==> src/rtl/taillight_pkg.sv <==
// Shared types and lamp pattern constants for the tail-light sequence observer.
// A lamp sample is packed as {La,Lb,Lc,Ra,Rb,Rc}.
package taillight_pkg;

    typedef enum logic [1:0] {
        MODE_OFF    = 2'b00,
        MODE_LEFT   = 2'b01,
        MODE_RIGHT  = 2'b10,
        MODE_HAZARD = 2'b11
    } mode_t;

    typedef enum logic [2:0] {
        ST_IDLE,
        ST_L1,
        ST_L2,
        ST_L3,
        ST_R1,
        ST_R2,
        ST_R3,
        ST_HAZ
    } dec_state_t;

    localparam logic [5:0] PAT_DARK = 6'b000_000;
    localparam logic [5:0] PAT_L1   = 6'b100_000;
    localparam logic [5:0] PAT_L2   = 6'b110_000;
    localparam logic [5:0] PAT_L3   = 6'b111_000;
    localparam logic [5:0] PAT_R1   = 6'b000_100;
    localparam logic [5:0] PAT_R2   = 6'b000_110;
    localparam logic [5:0] PAT_R3   = 6'b000_111;
    localparam logic [5:0] PAT_HAZ  = 6'b111_111;

endpackage

==> src/rtl/taillight_idle_timer.sv <==
// Saturating run-length counter of consecutive enabled cycles.
// 'expired' is high on the enabled cycle that brings the count to IDLE_TIMEOUT,
// and on every enabled cycle after that while saturated, so the owner can
// register its timeout action on the same edge the count completes.
module taillight_idle_timer #(
    parameter int IDLE_TIMEOUT = 4
) (
    input  logic clk,
    input  logic reset,
    input  logic clr,
    input  logic en,
    output logic expired
);

    localparam int W = $clog2(IDLE_TIMEOUT + 1);
    localparam logic [W-1:0] LIMIT = W'(IDLE_TIMEOUT);
    localparam logic [W-1:0] LAST  = W'(IDLE_TIMEOUT - 1);

    logic [W-1:0] count_q, count_d;

    // Next count: clear wins, otherwise count up until saturated.
    always_comb begin
        // NOTE: default assignment first so every path drives count_d and no latch is inferred.
        count_d = count_q;
        if (clr) begin
            count_d = '0;
        end else if (en && (count_q != LIMIT)) begin
            count_d = count_q + 1'b1;
        end
    end

    // Count register.
    always_ff @(posedge clk or posedge reset) begin
        // NOTE: non-blocking assignments keep every register updating from pre-edge values.
        if (reset) begin
            count_q <= '0;
        end else begin
            count_q <= count_d;
        end
    end

    assign expired = en && !clr && (count_q >= LAST);

endmodule

==> src/rtl/taillight_decoder.sv <==
// Observer for the six-lamp turn-signal bus: tracks the legal left, right and
// hazard sequences, reports the last completed mode, counts completions and
// flags illegal samples. Optional build macro TAILLIGHT_DEC_STICKY_ERR_EN makes
// seq_err sticky until reset; otherwise it pulses once per illegal sample.
module taillight_decoder
    import taillight_pkg::*;
#(
    parameter int IDLE_TIMEOUT = 4,
    parameter int CNT_W        = 8
) (
    input  logic             clk,
    input  logic             reset,
    input  logic             La,
    input  logic             Lb,
    input  logic             Lc,
    input  logic             Ra,
    input  logic             Rb,
    input  logic             Rc,
    output logic [1:0]       mode,
    output logic             mode_valid,
    output logic             seq_err,
    output logic [CNT_W-1:0] seq_count
);

    logic [5:0]       sample;
    logic             dark;
    dec_state_t       state_q, state_d;
    mode_t            mode_q, mode_d, done_mode;
    logic             valid_q, valid_d;
    logic             err_q, err_d;
    logic [CNT_W-1:0] count_q, count_d;
    logic             complete;
    logic             illegal;
    logic             timer_expired;

    assign sample = {La, Lb, Lc, Ra, Rb, Rc};
    assign dark   = (sample == PAT_DARK);

    // A dark sample always leads to IDLE, so a run of dark samples is exactly
    // the time spent idle; any lit sample restarts the run.
    taillight_idle_timer #(
        .IDLE_TIMEOUT(IDLE_TIMEOUT)
    ) u_idle_timer (
        .clk     (clk),
        .reset   (reset),
        .clr     (!dark),
        .en      (dark),
        .expired (timer_expired)
    );

    // State and registered outputs.
    always_ff @(posedge clk or posedge reset) begin
        if (reset) begin
            state_q <= ST_IDLE;
            mode_q  <= MODE_OFF;
            valid_q <= 1'b0;
            err_q   <= 1'b0;
            count_q <= '0;
        end else begin
            state_q <= state_d;
            mode_q  <= mode_d;
            valid_q <= valid_d;
            err_q   <= err_d;
            count_q <= count_d;
        end
    end

    // Next state plus completion / illegal-sample classification.
    always_comb begin
        state_d   = state_q;
        complete  = 1'b0;
        illegal   = 1'b0;
        done_mode = MODE_OFF;
        unique case (state_q)
            ST_IDLE: begin
                if (sample == PAT_L1) begin
                    state_d = ST_L1;
                end else if (sample == PAT_R1) begin
                    state_d = ST_R1;
                end else if (sample == PAT_HAZ) begin
                    state_d   = ST_HAZ;
                    complete  = 1'b1;
                    done_mode = MODE_HAZARD;
                end else if (!dark) begin
                    illegal = 1'b1;
                end
            end
            ST_L1: begin
                if (sample == PAT_L2) state_d = ST_L2;
                else if (dark)        state_d = ST_IDLE;
                else                  illegal = 1'b1;
            end
            ST_L2: begin
                if (sample == PAT_L3) begin
                    state_d   = ST_L3;
                    complete  = 1'b1;
                    done_mode = MODE_LEFT;
                end else if (dark) begin
                    state_d = ST_IDLE;
                end else begin
                    illegal = 1'b1;
                end
            end
            ST_R1: begin
                if (sample == PAT_R2) state_d = ST_R2;
                else if (dark)        state_d = ST_IDLE;
                else                  illegal = 1'b1;
            end
            ST_R2: begin
                if (sample == PAT_R3) begin
                    state_d   = ST_R3;
                    complete  = 1'b1;
                    done_mode = MODE_RIGHT;
                end else if (dark) begin
                    state_d = ST_IDLE;
                end else begin
                    illegal = 1'b1;
                end
            end
            ST_L3, ST_R3, ST_HAZ: begin
                if (dark) state_d = ST_IDLE;
                else      illegal = 1'b1;
            end
            default: state_d = ST_IDLE;
        endcase

        // An illegal sample that is itself a start pattern begins a new sequence.
        if (illegal) begin
            if (sample == PAT_L1) begin
                state_d = ST_L1;
            end else if (sample == PAT_R1) begin
                state_d = ST_R1;
            end else if (sample == PAT_HAZ) begin
                state_d   = ST_HAZ;
                complete  = 1'b1;
                done_mode = MODE_HAZARD;
            end else begin
                state_d = ST_IDLE;
            end
        end
    end

    // Next values of mode, validity, counter and error flag.
    always_comb begin
        mode_d  = mode_q;
        valid_d = valid_q;
        count_d = count_q;
        if (illegal) begin
            valid_d = 1'b0;
        end
        // A hazard restart after an illegal sample still completes a sequence.
        if (complete) begin
            mode_d  = done_mode;
            valid_d = 1'b1;
            count_d = count_q + 1'b1;
        end
        if (timer_expired) begin
            mode_d  = MODE_OFF;
            valid_d = 1'b0;
        end
`ifdef TAILLIGHT_DEC_STICKY_ERR_EN
        err_d = err_q | illegal;
`else
        err_d = illegal;
`endif
    end

    assign mode       = mode_q;
    assign mode_valid = valid_q;
    assign seq_err    = err_q;
    assign seq_count  = count_q;

endmodule

==> config.mk <==
export PLATFORM = sky130hd
export DESIGN_NAME = taillight_decoder
export DESIGN_NICKNAME = d
export VERILOG_FILES = /design/src/rtl/taillight_pkg.sv /design/src/rtl/taillight_idle_timer.sv /design/src/rtl/taillight_decoder.sv
export SDC_FILE = /design/constraint.sdc
export NUM_CORES = 1
export LEC_CHECK = 0
export CORE_MARGIN = 10
export CORE_UTILIZATION = 54
export DETAILED_ROUTE_END_ITERATION = 6
export HOLD_SLACK_MARGIN = 0.08
export PLACE_DENSITY = 0.83
export SLEW_MARGIN = 20
export SYNTH_ARGS = -nofsm -noshare
export SYNTH_HDL_FRONTEND = slang
export SYNTH_SLANG_ARGS = --single-unit
==> constraint.sdc <==
create_clock -name clk -period 5.18 [get_ports clk]
set_input_delay 0.777 -clock clk [delete_from_list [all_inputs] [get_ports clk]]
set_output_delay 0.777 -clock clk [all_outputs]
set_load 0.01 [all_outputs]
==> out/qor.yml <==
outcome: "complete, no violations"
diodes: 0
viasPerCell: 5.58
drt.antenna.violating_nets: 0
grt_pass1_wl_mm: 3.79
place.gp.congestion: 0.981
postCtsSetupRepairBufs: 0
rsz0062_at_grt: "false"
core_area_um2: 1780
dieArea_um2: 4090
vias: 854
synth-edff-count: 0
regArea_um2: 450
maxCapViolCount: 0
critPathLaunchType: "primary input"
synth.distinct_cells: 35
ff2ff_path_depth: 5
initial_utilization_pct: 58.5
ys_warn_count: 0
final_util_pct: 71.8
root_buffer: "clkbuf_4"
antenna_found_initial: 0
cts_tree: "done"
drtIter0Drc: 29
hold_violations: 0
synth_top_area_share_pct: 43.2
dpl.hpwl_mm: 1.90
slew_headroom_pct: 57.6
grt-ovfl-total: 0
grt_start_max_net_pins: 19
drt-met1-wl_um: 997
clk_pin_slew_ns: 0.09
synth_seq_cells: 18
min_path_type: "flop to flop"
grt_pass1_vias: 797
ios: 20
yosysSeqAreaShare_pct: 43.2
max_freq_mhz: 352
fin_crit_ns: 2.84
route.met3.wl_um: 110
final-setup-viol-count: 0
synth_area_leaders: "dfrtp_1 43%, xnor2_1 5.9%, ha_1 4.8%"
syn2layout_area_growth_pct: 22.7
vdd_drop_max_uv: 216
fillers: 135
cts_resized: 0
num_rows: 15
clock_latency_ns: 0.29
clk_path_buf_depth: 2
tightest_slew_ns: 0.634
yosys-top-cells-count: "18 x dfrtp_1, 13 x nand2_1, 8 x nor2_1"
cts_buffers: 3
route.detailed.drc: 0
cts_hold_buf: 0
wl_per_cell_um: 15.0
skew_ns: 0.00357
tns_ns: 0
layout-drive-gt1-share_pct: 7.81
fin_crit_sh_pct: 54.9
finalMaxSlewViolations: 0
finalWirelength_mm: 2.29
crit_fanout: 9
highest_layer: "met4"
p_per_area_nw_per_um2: 321
critPathKind: "primary input to flop"
required_ns: 5.36
die_h_um: 64.0
final_nets: 142
die_w_um: 64.0
grtUsageTotal_pct: 11.5
avgSynthCellArea_um2: 9.66
arrival_ns: 3.03
syn_nets: 120
syn_area_um2: 1040
synthCells: 108
multi_input_area_um2: 563
dr_wl_met2_mm: 1.16
cts_sinks: 18
dr.pass1.iters: 4
synthArstFlopShare_pct: 100
cp-end-kind: "flop"
leakage_nw: 0.556
yosysTopAreaCell: "dfrtp_1"
fin_hold_ws_ns: 0.501
synth_most_common_cell: "dfrtp_1"
htreeDepth: 1
port_buffers: 19
hold_depth: 1
ys.flop_type: "dfrtp_1"
path summary, 6_finish.rpt:
check	from	end	slack (ns)
max reg2reg	state_q[1]	seq_count[1]	3.13
min reg2reg	seq_count[5]	seq_count[5]	0.50
max	La	seq_count[1]	2.34
min in group asynchronous	reset	state_q[2]	0.87
max in group asynchronous	reset	seq_count[5]	3.90
min	seq_count[5]	seq_count[5]	0.50
through the flow:
stage | setup WS (ns) | cells | power, mW | area [um^2]
6_report | 2.34 | 153 | 0.411 | 1280
3_3_place_gp | 2.12 | 150 | 0.340 | 1260
5_1_grt | 2.29 | 153 | 0.433 | 1280
2_1_floorplan | 2.66 | 108 | 0.282 | 1040
3_5_place_dp | 2.05 | 150 | 0.347 | 1260
4_1_cts | 2.36 | 153 | 0.414 | 1280
worst max-delay path, cell delays in order:
cell and delay [ns]:
clkdlybuf4s50_1 0.46, or3_4 0.44, or3_4 0.41, a221oi_4 0.42, o211ai_4 0.18, mux2_4 0.33
placed cells by master, fill, tap and decap left out, drive strengths merged, types with 3 or more instances in the layout:
cell type	instances
a21oi	4
nor2	8
ha	4
nand2	13
nand3	6
inv	6
clkbuf	3
o21ai	3
and3	4
xnor2	7
dfrtp	18
clkdlybuf4s50	19
or3	4
nor3	6
nand4	3
flip-flops by register name (all words and copies together) (netlist names):
register	flops
seq_count	8
mode	2
u_idle_timer.count_q	3
state_q	3
mode_valid	1
seq_err	1
final cells by class:
cell class,count,share of cell area [%]
clock buffer,3,1.76
inverter,6,1.76
multi-input combinational,82,44.0
sequential,18,35.2
tap,25,2.44
timing repair buffer,19,14.9
cells by family after synthesis:
logic type	share of synthesized area [%]
xor+xnor	6.71
compound gates	15.9
buf+inv	2.88
mux	2.40
flops	43.2
fa+ha+maj	4.80
simple gates	24.1
metal layers:
| metal | GRT usage [%] | up-vias |
|---|---|---|
| met3 | 4.36 | 4 |
| met4 | 3.28 | 0 |
| met1 | 12.8 | 401 |
| li1 | - | 427 |
| met5 | 0 | - |
| met2 | 19.8 | 22 |
report_power, final:
group          switching, mW  total (mW)  leakage (nW)  internal [mW]
Clock                 0.0393      0.0664        0.0138         0.0271
Sequential            0.0286       0.192         0.240          0.163
Combinational         0.0728       0.152         0.302         0.0796
Total                  0.141       0.411         0.556          0.270
No activity file was read; power rests on OpenSTA's default activity.
